**config.mk**
```make
export PLATFORM = sky130hd
export DESIGN_NAME = uart_host_if
export DESIGN_NICKNAME = d
export VERILOG_FILES = /design/src/rtl/uart_host_if.sv
export SDC_FILE = /design/constraint.sdc
export NUM_CORES = 1
export LEC_CHECK = 0
export CAP_MARGIN = 20
export CORE_ASPECT_RATIO = 1.4
export CORE_MARGIN = 3
export CORE_UTILIZATION = 60
export CTS_BUF_LIST = sky130_fd_sc_hd__clkbuf_8
export CTS_CLUSTER_SIZE = 20
export DETAILED_ROUTE_END_ITERATION = 8
export HOLD_SLACK_MARGIN = 0.06
export PLACE_DENSITY = 0.78
export REMOVE_ABC_BUFFERS = 1
export SYNTH_ARGS = -nofsm -noshare
export SYNTH_HDL_FRONTEND = slang
export SYNTH_SLANG_ARGS = --single-unit
```
**constraint.sdc**
```tcl
create_clock -name CLK -period 10.7 [get_ports CLK]
set_clock_uncertainty 0.1 [all_clocks]
set_input_delay 1.07 -clock CLK [delete_from_list [all_inputs] [get_ports CLK]]
set_output_delay 1.07 -clock CLK [all_outputs]
set_load 0.02 [all_outputs]
```
**src/rtl/uart_host_if.sv**
```systemverilog
// Host-side bus master for the CoreUART parallel port: TX/RX byte FIFOs plus strobe sequencer.
// Optional UART_HOST_ERR_CAPTURE_EN: sticky error flags and discard of bytes with framing/parity errors.
module uart_host_if #(
    parameter int FIFO_DEPTH = 16
) (
    input  logic       CLK,
    input  logic       RESET,
    input  logic [7:0] TX_DATA,
    input  logic       TX_WR,
    output logic       TX_FULL,
    output logic [7:0] RX_DATA,
    input  logic       RX_RD,
    output logic       RX_EMPTY,
    output logic [2:0] ERR_FLAGS,
    input  logic       ERR_CLR,
    output logic [7:0] U_DATA_OUT,
    input  logic [7:0] U_DATA_IN,
    output logic       U_CSN,
    output logic       U_WEN,
    output logic       U_OEN,
    input  logic       U_TXRDY,
    input  logic       U_RXRDY,
    input  logic       U_PARITY_ERR,
    input  logic       U_FRAMING_ERR,
    input  logic       U_OVERFLOW
);
    localparam int AW = $clog2(FIFO_DEPTH);
    localparam int CW = AW + 1;
    localparam logic [CW-1:0] FULL_CNT = CW'(FIFO_DEPTH);

    localparam logic [2:0] S_IDLE   = 3'd0;
    localparam logic [2:0] S_WR_STB = 3'd1;
    localparam logic [2:0] S_WR_REL = 3'd2;
    localparam logic [2:0] S_RD_STB = 3'd3;
    localparam logic [2:0] S_RD_CAP = 3'd4;
    localparam logic [2:0] S_RD_REL = 3'd5;

    logic [2:0]    state_q, state_d;
    logic [7:0]    tx_mem [FIFO_DEPTH];
    logic [7:0]    rx_mem [FIFO_DEPTH];
    logic [AW-1:0] tx_wr_q, tx_rd_q, rx_wr_q, rx_rd_q, rx_rd_d;
    logic [CW-1:0] tx_cnt_q, tx_cnt_d, rx_cnt_q, rx_cnt_d;
    logic          tx_push, tx_pop, rx_push, rx_pop;
    logic [7:0]    cap_data_q, rx_data_q, rx_data_d, udo_q;
    logic          cap_keep_q, cap_keep_d;
    logic [2:0]    err_q, err_d;
    logic          tx_full_q, rx_empty_q, csn_q, wen_q, oen_q;

    always_comb begin
        state_d = state_q;
        case (state_q)
            S_IDLE: begin
                // Reads win so the UART receive holding register is drained first.
                if (U_RXRDY && rx_cnt_q != FULL_CNT)   state_d = S_RD_STB;
                else if (U_TXRDY && tx_cnt_q != '0)    state_d = S_WR_STB;
            end
            S_WR_STB: state_d = S_WR_REL;
            S_WR_REL: state_d = S_IDLE;
            S_RD_STB: state_d = S_RD_CAP;
            S_RD_CAP: state_d = S_RD_REL;
            S_RD_REL: state_d = S_IDLE;
            default:  state_d = S_IDLE;
        endcase
    end

    assign tx_push  = TX_WR && (tx_cnt_q != FULL_CNT);
    assign tx_pop   = (state_q == S_WR_STB) && (tx_cnt_q != '0);
    assign rx_push  = (state_q == S_RD_REL) && cap_keep_q && (rx_cnt_q != FULL_CNT);
    assign rx_pop   = RX_RD && (rx_cnt_q != '0);
    assign tx_cnt_d = tx_cnt_q + CW'(tx_push) - CW'(tx_pop);
    assign rx_cnt_d = rx_cnt_q + CW'(rx_push) - CW'(rx_pop);
    assign rx_rd_d  = rx_pop ? rx_rd_q + AW'(1) : rx_rd_q;

    // Registered show-ahead head: a push that lands on the new read pointer bypasses the RAM.
    always_comb begin
        rx_data_d = rx_data_q;
        if (rx_cnt_d != '0)
            rx_data_d = (rx_push && rx_wr_q == rx_rd_d) ? cap_data_q : rx_mem[rx_rd_d];
    end

`ifdef UART_HOST_ERR_CAPTURE_EN
    assign cap_keep_d = !(U_FRAMING_ERR || U_PARITY_ERR);
    always_comb begin
        err_d = ERR_CLR ? 3'b000 : err_q;
        if (state_q == S_RD_CAP)
            err_d = err_d | {U_OVERFLOW, U_FRAMING_ERR, U_PARITY_ERR};
    end
`else
    logic unused_err;
    assign unused_err = ^{ERR_CLR, U_OVERFLOW, U_FRAMING_ERR, U_PARITY_ERR};
    assign cap_keep_d = 1'b1;
    assign err_d      = 3'b000;
`endif

    always_ff @(posedge CLK) begin
        if (tx_push) tx_mem[tx_wr_q] <= TX_DATA;
        if (rx_push) rx_mem[rx_wr_q] <= cap_data_q;
    end

    // Strobes are decoded from the previous state, so each bus phase trails its state by one cycle.
    always_ff @(posedge CLK or posedge RESET) begin
        if (RESET) begin
            state_q    <= S_IDLE;
            tx_wr_q    <= '0;
            tx_rd_q    <= '0;
            tx_cnt_q   <= '0;
            rx_wr_q    <= '0;
            rx_rd_q    <= '0;
            rx_cnt_q   <= '0;
            cap_data_q <= 8'h00;
            cap_keep_q <= 1'b0;
            err_q      <= 3'b000;
            rx_data_q  <= 8'h00;
            udo_q      <= 8'h00;
            tx_full_q  <= 1'b0;
            rx_empty_q <= 1'b1;
            csn_q      <= 1'b1;
            wen_q      <= 1'b1;
            oen_q      <= 1'b1;
        end else begin
            state_q    <= state_d;
            if (tx_push) tx_wr_q <= tx_wr_q + AW'(1);
            if (tx_pop)  tx_rd_q <= tx_rd_q + AW'(1);
            if (rx_push) rx_wr_q <= rx_wr_q + AW'(1);
            rx_rd_q    <= rx_rd_d;
            tx_cnt_q   <= tx_cnt_d;
            rx_cnt_q   <= rx_cnt_d;
            if (state_q == S_RD_CAP) begin
                cap_data_q <= U_DATA_IN;
                cap_keep_q <= cap_keep_d;
            end
            if (state_q == S_WR_STB) udo_q <= tx_mem[tx_rd_q];
            err_q      <= err_d;
            rx_data_q  <= rx_data_d;
            tx_full_q  <= (tx_cnt_d == FULL_CNT);
            rx_empty_q <= (rx_cnt_d == '0);
            csn_q      <= !(state_q == S_WR_STB || state_q == S_RD_STB || state_q == S_RD_CAP);
            wen_q      <= !(state_q == S_WR_STB);
            oen_q      <= !(state_q == S_RD_STB || state_q == S_RD_CAP);
        end
    end

    assign TX_FULL    = tx_full_q;
    assign RX_EMPTY   = rx_empty_q;
    assign RX_DATA    = rx_data_q;
    assign ERR_FLAGS  = err_q;
    assign U_DATA_OUT = udo_q;
    assign U_CSN      = csn_q;
    assign U_WEN      = wen_q;
    assign U_OEN      = oen_q;
endmodule
```
Word level (Yosys, flattened, before mapping)
Memory sizes are Yosys's and may differ from the RTL's. A register that Yosys moved wholly into a read port is not among the register bits.
Cells that the tools add are included.

operators by class
  $add $sub $neg = 8
  equal/unequal tests = 8
  mux-type cells = 8
  reductions and logical operators = 18

operator list
  operator                                       number
  adder 4 x 1 -> 4 bit, second input constant    4
  nonzero test 5 bit                             3
  case mux 3 bit (4 select lines)                1
  adder 5 x 1 -> 5 bit                           2
  inequality test 5 bit, second input constant   2
  subtractor 5 x 1 -> 5 bit                      2
  logical AND 1 bit                              7
  == test 3 bit, second input constant           2
  2-to-1 mux 3 bit                               2
  == test 5 bit, second input constant           1
  zero test 5 bit                                1
  2-to-1 mux 1 bit                               4
  2-to-1 mux 4 bit                               1
  == test 3 x 1 -> 1 bit, second input constant  1
  == test 3 x 2 -> 1 bit, second input constant  1
  zero test 1 bit                                3
  zero test 3 bit                                1
  logical OR 1 bit                               3
  inequality test 3 bit, second input constant   1

storage, ports and cells
  bits in registers = 43
  memory bits (writable) = 256
  bits of input ports = 26
  logic and storage cells = 58
  memories = 2

memory list
  memory  depth  bits a word  read ports  clocked after Yosys merged registers in  wr ports  line  text
  rx_mem  16     8            1           1                                        1         40    logic [7:0] rx_mem [FIFO_DEPTH];
  tx_mem  16     8            1           1                                        1         39    logic [7:0] tx_mem [FIFO_DEPTH];

Depth between registers and ports, before layout
Gate-level depths: netlist of run 1.

  depth in word-level cells = 6
  gate-level depth with buffers = 20
  gate-level depth less buffers = 17

Worst setup path before layout of run 1
OpenSTA, ideal clock, no wires.

  kind = register to register
  from = register rx_cnt_q[3]
  to = register rx_data_q[0] (netlist: RX_DATA[0]), read port of rx_mem
  arrival time = 3681 ps
  required time = 10462 ps
  path slack = 6782 ps
  stages on the path, launching flop included = 21
  buffers on the path = 3
  cells stage by stage = dfrtp_1 inv_1 ha_1 or4b_4 nand2_4 inv_1 clkbuf_1 ha_1 inv_1 ha_1 inv_1 fa_1 inv_1 a21oi_1 o21bai_1 xnor2_1 or4_1 clkbuf_1 clkbuf_1 nor2_1 a31oi_1

on the way
  cells in the longest elaborated chain, start to end = 5

RTL lines
  element                        line  text
  from (decl)                    42    logic [CW-1:0] tx_cnt_q, tx_cnt_d, rx_cnt_q, rx_cnt_d;
  from (signal assigned)         127   rx_cnt_q <= rx_cnt_d;
  inequality test 5 bit          68    assign rx_push = (state_q == S_RD_REL) && cap_keep_q && (rx_cnt_q != FULL_CNT);
  logical AND 1 bit              68
  adder 5 x 1 -> 5 bit           71    assign rx_cnt_d = rx_cnt_q + CW'(rx_push) - CW'(rx_pop);
  subtractor 5 x 1 -> 5 bit (*)  71
  via rx_cnt_d[4]                42
  nonzero test 5 bit (*)         77    if (rx_cnt_d != '0)
  to (decl)                      44    logic [7:0] cap_data_q, rx_data_q, rx_data_d, udo_q;

Mark *: on every way through the listed nets, which the timed path passes. The rest lies on a longest branch.
A chain may end at the register's enable or synchronous reset.

Worst setup path in the final report of run 1
  from = input RX_RD
  to = register rx_data_q[7] (netlist: RX_DATA[7]), read port of rx_mem

on the way
  cells in the longest elaborated chain, start to end = 3

RTL lines
  element                    line  text
  from (decl)                12    input logic RX_RD,
  logical AND 1 bit          69    assign rx_pop = RX_RD && (rx_cnt_q != '0);
  subtractor 5 x 1 -> 5 bit  71
  via rx_cnt_d[4]            42
  nonzero test 5 bit         77

The timed path passes the listed nets, and every way through them passes these cells.

==> summary.md, run 1 <==
| Metric | Value |
|---|---|
| Vias in the first global route | `8348` |
| Max Fanout on Critical Path | `17` |
| Cell accounting for the most synthesized area | `sky130_fd_sc_hd__edfxtp_1` |
| First-pass GRT wire length | `44.3 mm` |
| Pin count of the biggest net entering global routing | `60` |
| Detailed Route WL | `27.9 mm` |
| Most frequent standard cell in the layout excluding fill and tap cells | `sky130_fd_sc_hd__edfxtp_1` |
| Seq/Total Area, Yosys | `65.6%` |
| Maximum vdd drop | `190 uV` |
| CTS H-tree depth | `2` |
| Final weighted congestion in routability-driven placement | `0.819` |
| I/O pin count | `50` |
| Die area | `25200 um^2` |
| Startpoint type of the worst setup path | `input port` |
| TritonCTS clock tree | `built` |
| Fill cells | `1505` |
| Crit path top cell by count | `sky130_fd_sc_hd__inv_1` |
| Clock net sink count | `315` |
| Share of cells above drive strength 1 | `16.5%` |
| Wirelength per Cell | `21.5 um` |
| Largest stage delay on the critical path | `0.81 ns` |
| Hpwl dp | `18.4 mm` |
| Post-synth EDFFs | `256` |
| Most frequently used flop master after synthesis | `sky130_fd_sc_hd__edfxtp_1` |
| Global Route Usage Sum | `22.8%` |
| Startpoint-to-endpoint class of the critical path | `input port to flop` |
| Maximum capacitance violations | `0` |
| Slew Viols, Final | `0` |
| Most frequent cells in the layout | `sky130_fd_sc_hd__edfxtp_1, sky130_fd_sc_hd__mux2i_1, sky130_fd_sc_hd__dfrtp_1, sky130_fd_sc_hd__clkbuf_8, sky130_fd_sc_hd__mux4_2` |
| Synthesis-to-finish area growth | `11.8%` |
| Capturing element type of the critical path | `flop` |
| Leakage power figure | `5.54 nW` |
| Row Count | `65` |
| Async set-reset flop share out of synthesis | `18.7%` |
| Clock root cell | `sky130_fd_sc_hd__clkbuf_8` |
| Period utilization | `41.9%` |
| Net switching power | `1.51 mW` |
| Sequential power share | `41.4%` |
| Cells resized by post-CTS repair | `0` |
| Worst-path cell chain | `clkdlybuf4s50_1 > nand2_4 > inv_1 > ha_1 > inv_1 > ha_1 > inv_1 > fa_1 > inv_1 > a21oi_1 > o21bai_1 > xnor2_1 > or4_1 > nor2_1 > a31oi_1` |
| Number of optimization iterations in the first detailed-route pass | `5` |
| Run status | `complete, no violations` |
| Clock share of power | `23.3%` |
| Number of buffers inserted during clock tree synthesis | `46` |
| Shortest period the worst path allows | `4.48 ns` |
| Routed Antenna Nets | `0` |
| Area fraction of the dominant cell type after synthesis | `55.0%` |
| Number of different library cells in the post-synthesis netlist | `61` |
| WHS Path Cells | `1` |
| Design Power | `4.37 mW` |
| Relative max-transition margin | `31.6%` |
| Switching portion of total power | `34.5%` |
| Count of buffers from port buffering | `42` |
| Internal power consumption | `2.86 mW` |
| Placeable core region | `22700 um^2` |
| Source of the worst hold timing path | `cap_keep_q` |
| Detailed-route via count | `7978` |
| Worst skew pair latency | `0.56 ns` |
| Setup TNS | `0 ns` |
| Remaining routing DRC violations | `0` |
| Combined area of all synthesized cells | `14000 um^2` |
| Diode insertion count for antenna repair | `0` |
| Post-layout nets | `1005` |
| Number of antenna violations at the first check in global routing | `0` |
| Quantity of hold-fixing buffers added after cts | `0` |
| Terminus of the critical flop-to-flop path | `RX_DATA[7]` |
| Number of warnings issued by yosys | `0` |
| GRT Residual Overflow | `0` |
| Synthesized flop and latch total | `315` |
| DRC marker count from the first detailed-route iteration | `425` |
| Average cell area after synthesis | `15.4 um^2` |
| Internal reg-to-reg setup slack | `6.26 ns` |
| Starting Density | `61.6%` |
| Sink of the worst hold path | `cap_keep_q` |
| Launch instance of the worst register-to-register path | `rx_cnt_q[3]` |
| Worst Tran Pin Value | `1.03 ns` |
| Total power per unit cell area | `280 nW/um^2` |
| Data arrival time of the critical path | `4.76 ns` |
| Clock buffer depth | `3` |
| Maximum clock rate | `223 MHz` |
| DR vias/cell | `6.17` |
| Unrepaired setup endpoints after global routing | `no` |
| Worst reg-to-reg path cell count | `17` |
| Post-Syn Instances | `909` |
| Required time worst endpoint | `10.98 ns` |
| Die width | `135 um` |
| Crit-path slowest cell | `sky130_fd_sc_hd__or4_1` |
| Cell types with the largest area share after synthesis | `sky130_fd_sc_hd__edfxtp_1, sky130_fd_sc_hd__dfrtp_1, sky130_fd_sc_hd__mux4_2` |
| Number of failing hold endpoints at the final stage | `0` |
| Setup fix buffers added after clock tree synthesis | `0` |
| Overall die height | `187 um` |
| Worst min path class | `flop to flop` |
| Clock transition time at the flip-flop clock pins of the worst setup and hold paths | `0.07 ns` |
| Comb pwr share | `35.3%` |
| Setup-failing EPs final | `0` |
registers in the layout, indices dropped and copies added, names as in the netlist, 5 cells and up:
| register | cells |
|---|---|
| rx_cnt_q | 5 |
| cap_data_q | 8 |
| tx_mem | 128 |
| U_DATA_OUT | 8 |
| RX_DATA | 8 |
| tx_cnt_q | 5 |
| rx_mem | 128 |
worst max path at each step:
stage / slack [ns] / from / cells after the start / endpoint
after floorplan: 4.82 / rx_rd_q[0] / 7 / RX_DATA[1]
after global placement: 5.69 / RX_RD / 15 / RX_DATA[3]
after detailed placement: 5.65 / RX_RD / 15 / RX_DATA[7]
after CTS: 6.22 / rx_cnt_q[3] / 17 / RX_DATA[7]
after global routing: 5.94 / rx_cnt_q[3] / 17 / RX_DATA[0]
final: 6.22 / RX_RD / 15 / RX_DATA[7]
critical path, delay by kind of cell:
family	cells	cell delay (ns)
compound gates	3	0.28
xor+xnor	1	0.10
fa+ha+maj	3	0.87
buf+inv	5	1.22
simple gates	3	1.23
logic make-up (layout without fill, tap and decap cells):
family | Yosys count | count (layout) | synth area share (%)
fa+ha+maj | 24 | 24 | 2.26
buf+inv | 81 | 163 | 2.47
compound gates | 147 | 147 | 7.43
simple gates | 186 | 186 | 6.99
xor+xnor | 23 | 23 | 1.44
flops | 315 | 315 | 65.6
mux | 132 | 132 | 13.8
other cells | 1 | 3 | 0.0268
through the flow:
| step | area (um^2) | instances | hold slack, ns | util [%] | worst slack (ns) |
|---|---|---|---|---|---|
| 2_1_floorplan | 13700 | 856 | 0.340 | - | 4.82 |
| 3_3_place_gp | 14600 | 1207 | 0.358 | 64.3 | 5.69 |
| 3_5_place_dp | 14600 | 1207 | 0.364 | 64.3 | 5.65 |
| 4_1_cts | 15600 | 1293 | 0.379 | 68.7 | 6.22 |
| 5_1_grt | 15600 | 1294 | 0.398 | 68.8 | 5.94 |
| 6_report | 15600 | 1294 | 0.375 | 68.8 | 6.22 |
power by group through the flow:
stage | combinational, mW | clock, mW | sequential, mW
2_1_floorplan | 1.03 | 0 | 1.89
3_3_place_gp | 1.50 | 0 | 1.82
3_5_place_dp | 1.53 | 0 | 1.83
4_1_cts | 1.54 | 1.03 | 1.81
5_1_grt | 1.70 | 1.08 | 1.83
6_report | 1.54 | 1.02 | 1.81
Yosys cell counts, drive strengths merged, types with 5 or more instances:
library cell and count:
mux2 23, a21oi 24, nor3b 12, nand3 5
buf 25, xor2 8, and2 36, nand2 43
o22ai 33, nor2 45, o21ai 15, inv 26
o32ai 7, dfrtp 55, xnor2 15, o221ai 7
a221oi 15, mux2i 63, ha 22, nor3 15
a31oi 10, a22oi 22, edfxtp 256, or4 9
mux4 46, clkbuf 30
area by class of cell:
| class | count | area (um^2) | area share [%] |
|---|---|---|---|
| clock buffers | 52 | 716 | 4.58 |
| flip-flops and latches | 315 | 9170 | 58.7 |
| inverters | 26 | 97.6 | 0.625 |
| repair buffers | 51 | 508 | 3.25 |
| multi-input cells | 515 | 4470 | 28.6 |
| clock inverters | 34 | 278 | 1.78 |
| well taps | 301 | 377 | 2.41 |
per-layer routing:
layer | global-route usage, % | routed length, um | up-vias
met4 | 9.89 | 1050 | 0
li1 | - | - | 3646
met5 | 0 | 0 | -
met3 | 3.18 | 1100 | 67
met1 | 25.8 | 10200 | 4051
met2 | 42.4 | 15600 | 214
Power figures use the tool's default switching activity.
==> run 2, diff against run 1 <==
==> constraint.sdc (replaced) <==
create_clock -name CLK -period 4.6 [get_ports CLK]
set_clock_uncertainty 0.1 [all_clocks]
set_input_delay 0.46 -clock CLK [delete_from_list [all_inputs] [get_ports CLK]]
set_output_delay 0.46 -clock CLK [all_outputs]
set_load 0.02 [all_outputs]
==> run 2 against run 1 <==
  * Critical path depth is 2 higher
  * Clock power grew 110%
  * First-iteration DRC count increased by 52%
  * Non-clock buffer count is 3 higher
  * Utilization fell by 0.56 points
  * Global-route usage rose by 0.12 points
  * Sequential cell count is the same
  * Via count decreased by 0.86%
  * Routed wire length barely moved
  * Combinational power increased by 130%
  * Worst hold slack lost 0.10 ns
  * Clock-buffer cell count fell by 4
  * Critical endpoint unchanged
  * Largest cell class unchanged
==> summary.md, run 2 (synthesis results as in run 1) <==
| Metric | Value |
|---|---|
| Cell Area, Placed | `14600 um^2 (about the same)` |
| Diode insertion count for antenna repair | `0 (unchanged)` |
| Die width | `135 um (unchanged)` |
| Routed Antenna Nets | `0 (unchanged)` |
| Number of failing hold endpoints at the final stage | `0 (unchanged)` |
| Vias in the first global route | `8234 (was 8348)` |
| Data arrival time of the critical path | `4.43 ns (was 4.76 ns)` |
| Overall die height | `187 um (unchanged)` |
| Worst min path class | `input port to asynchronous set/reset pin (was flop to flop)` |
| Cells resized by post-CTS repair | `0 (unchanged)` |
| CTS H-tree depth | `2 (unchanged)` |
| Most frequent standard cell in the layout excluding fill and tap cells | `sky130_fd_sc_hd__edfxtp_1 (unchanged)` |
| Slew Viols, Final | `0 (unchanged)` |
| Max Fanout on Critical Path | `17 (unchanged)` |
| I/O pin count | `50 (unchanged)` |
| Internal power consumption | `6.45 mW (was 2.86 mW)` |
| Number of antenna violations at the first check in global routing | `0 (unchanged)` |
| Capturing element type of the critical path | `flop (unchanged)` |
| Number of buffers inserted during clock tree synthesis | `45 (was 46)` |
| Remaining routing DRC violations | `0 (unchanged)` |
| DR vias/cell | `6.13 (was 6.17)` |
| Run status | `complete, no violations (unchanged)` |
| Most frequent cells in the layout | `sky130_fd_sc_hd__edfxtp_1, sky130_fd_sc_hd__mux2i_1, sky130_fd_sc_hd__dfrtp_1, sky130_fd_sc_hd__clkbuf_8, sky130_fd_sc_hd__mux4_2 (unchanged)` |
| Sequential power share | `42.8% (was 41.4%)` |
| Largest stage delay on the critical path | `0.80 ns (was 0.81 ns)` |
| Die area | `25200 um^2 (unchanged)` |
| Worst skew pair latency | `0.53 ns (was 0.56 ns)` |
| First-pass GRT wire length | `44.3 mm (about the same)` |
| Maximum capacitance violations | `0 (unchanged)` |
| Crit-path slowest cell | `sky130_fd_sc_hd__or4_1 (unchanged)` |
| Quantity of hold-fixing buffers added after cts | `0 (unchanged)` |
| Design area | `15500 um^2 (was 15600 um^2)` |
| GRT Residual Overflow | `0 (unchanged)` |
| Clock transition time at the flip-flop clock pins of the worst setup and hold paths | `0.07 ns (about the same)` |
| Maximum clock rate | `240 MHz` |
| Synthesis-to-finish area growth | `10.9% (was 11.8%)` |
| Count of buffers from port buffering | `42 (unchanged)` |
| Detailed-route via count | `7909 (was 7978)` |
| DRC marker count from the first detailed-route iteration | `648 (was 425)` |
| Clock buffer depth | `3 (unchanged)` |
| Largest registers | `rx_mem x128, tx_mem x128 (unchanged)` |
| Setup-failing EPs final | `0 (unchanged)` |
| Hpwl dp | `18.8 mm (was 18.4 mm)` |
| Clock root cell | `sky130_fd_sc_hd__clkbuf_8 (unchanged)` |
| Comb pwr share | `35.9% (was 35.3%)` |
| Starting Density | `61.6% (unchanged)` |
| Share of cells above drive strength 1 | `15.9% (was 16.5%)` |
| Startpoint-to-endpoint class of the critical path | `flop to flop (was input port to flop)` |
| Worst-path cell chain | `inv_1 > ha_1 > or4b_4 > nand2_4 > inv_1 > ha_1 > inv_1 > ha_1 > inv_1 > fa_1 > inv_1 > a21oi_1 > o21bai_1 > xnor2_1 > or4_1 > nor2_1 > a31oi_1 (was clkdlybuf4s50_1 > nand2_4 > inv_1 > ha_1 > inv_1 > ha_1 > inv_1 > fa_1 > inv_1 > a21oi_1 > o21bai_1 > xnor2_1 > or4_1 > nor2_1 > a31oi_1)` |
| Worst Tran Pin Value | `1.04 ns (was 1.03 ns)` |
| Post-place setup slack | `0.470 ns (was 5.65 ns)` |
| Crit path top cell by count | `sky130_fd_sc_hd__inv_1 (unchanged)` |
| Total power per unit cell area | `640 nW/um^2 (was 280 nW/um^2)` |
| Final Worst Setup Slack | `0.441 ns (was 6.22 ns)` |
| Clock net sink count | `315 (unchanged)` |
| Relative max-transition margin | `30.5% (was 31.6%)` |
| Maximum vdd drop | `374 uV (was 190 uV)` |
| Design Power | `9.91 mW (was 4.37 mW)` |
| Pin count of the biggest net entering global routing | `67 (was 60)` |
| Required time worst endpoint | `4.88 ns (was 10.98 ns)` |
| Final weighted congestion in routability-driven placement | `0.885 (was 0.819)` |
| Setup fix buffers added after clock tree synthesis | `0 (unchanged)` |
| Net switching power | `3.46 mW (was 1.51 mW)` |
| Number of optimization iterations in the first detailed-route pass | `5 (unchanged)` |
| Switching portion of total power | `34.9% (was 34.5%)` |
| TritonCTS clock tree | `built (unchanged)` |
| Row Count | `65 (unchanged)` |
| Unrepaired setup endpoints after global routing | `no (unchanged)` |
| Shortest period the worst path allows | `4.16 ns` |
| Post-layout nets | `1007 (was 1005)` |
| Placeable core region | `22700 um^2 (unchanged)` |
| Startpoint type of the worst setup path | `flop (was input port)` |
| Global Route Usage Sum | `22.9% (was 22.8%)` |
| Leakage power figure | `5.50 nW (was 5.54 nW)` |
| Wirelength per Cell | `21.6 um (was 21.5 um)` |
| Period utilization | `90.4%` |
| Clock share of power | `21.3% (was 23.3%)` |
| Detailed Route WL | `27.9 mm (about the same)` |
run 2: cell count changes in the layout (fill, tap and decap cells not counted):
| cell | delta |
|---|---|
| sky130_fd_sc_hd__inv_6 | -1 |
| sky130_fd_sc_hd__clkbuf_8 | -4 |
| sky130_fd_sc_hd__clkinv_1 | +2 |
| sky130_fd_sc_hd__clkinvlp_4 | -2 |
| sky130_fd_sc_hd__buf_16 | -1 |
| sky130_fd_sc_hd__clkinv_2 | -1 |
| sky130_fd_sc_hd__buf_4 | +4 |
| sky130_fd_sc_hd__inv_1 | +2 |
| sky130_fd_sc_hd__bufinv_16 | -2 |
run 2: path summary, 6_finish.rpt:
path | from | endpoint | slack [ns] | depth (start not counted)
worst max-delay path | rx_cnt_q[2] | RX_DATA[7] | 0.44 | 17
worst min-delay path | RESET | tx_wr_q[0] | 0.27 | 2
worst max register to register | rx_cnt_q[2] | RX_DATA[7] | 0.44 | 17
worst min register to register | cap_keep_q | cap_keep_q | 0.38 | 1
max in group asynchronous | RESET | rx_rd_q[0] | 3.35 | 3
min in group CLK | cap_keep_q | cap_keep_q | 0.38 | 1
run 2: per-layer routing:
| layer | share of wire [%] | vias to the layer above | track usage, % |
|---|---|---|---|
| li1 | - | 3633 | - |
| met1 | 36 | 3950 | 26.3 |
| met5 | 0 | - | 0 |
| met4 | 4.7 | 0 | 10.6 |
| met2 | 55 | 254 | 41.7 |
| met3 | 4.7 | 72 | 3.56 |
run 2: layout make-up:
type / count / area, um^2
multi-input cells: 515 / 4470
clock buffers: 48 / 661
flip-flops and latches: 315 / 9170
repair buffers: 54 / 510
well taps: 301 / 377
inverters: 26 / 97.6
clock inverters: 32 / 204
fillers: 1508 / 7200
run 2: power groups by stage:
| stage | Combinational (mW) | Clock, mW | Sequential, mW |
|---|---|---|---|
| 6_report | 3.56 | 2.11 | 4.24 |
| 5_1_grt | 3.92 | 2.27 | 4.32 |
| 4_1_cts | 3.58 | 2.14 | 4.25 |
| 3_5_place_dp | 3.56 | 0 | 4.30 |
| 3_3_place_gp | 3.47 | 0 | 4.27 |
| 2_1_floorplan | 2.39 | 0 | 4.39 |
run 2: metrics by stage:
stage / utilization (%) / hold slack (ns) / std cells / TNS [ns]
2_1_floorplan: - / 0.340 / 856 / -10.26
3_3_place_gp: 64.5 / 0.356 / 1211 / 0
3_5_place_dp: 64.5 / 0.360 / 1211 / 0
4_1_cts: 68.3 / 0.281 / 1291 / 0
5_1_grt: 68.3 / 0.315 / 1291 / 0
6_report: 68.3 / 0.274 / 1291 / 0
run 2: critical path: cells and delay by family, from the launching register on:
kind,cells,cell delay [ns]
flops,1,0.38
simple gates,4,1.74
fa+ha+maj,4,1.02
buf+inv,5,0.36
xor+xnor,1,0.11
compound gates,3,0.27
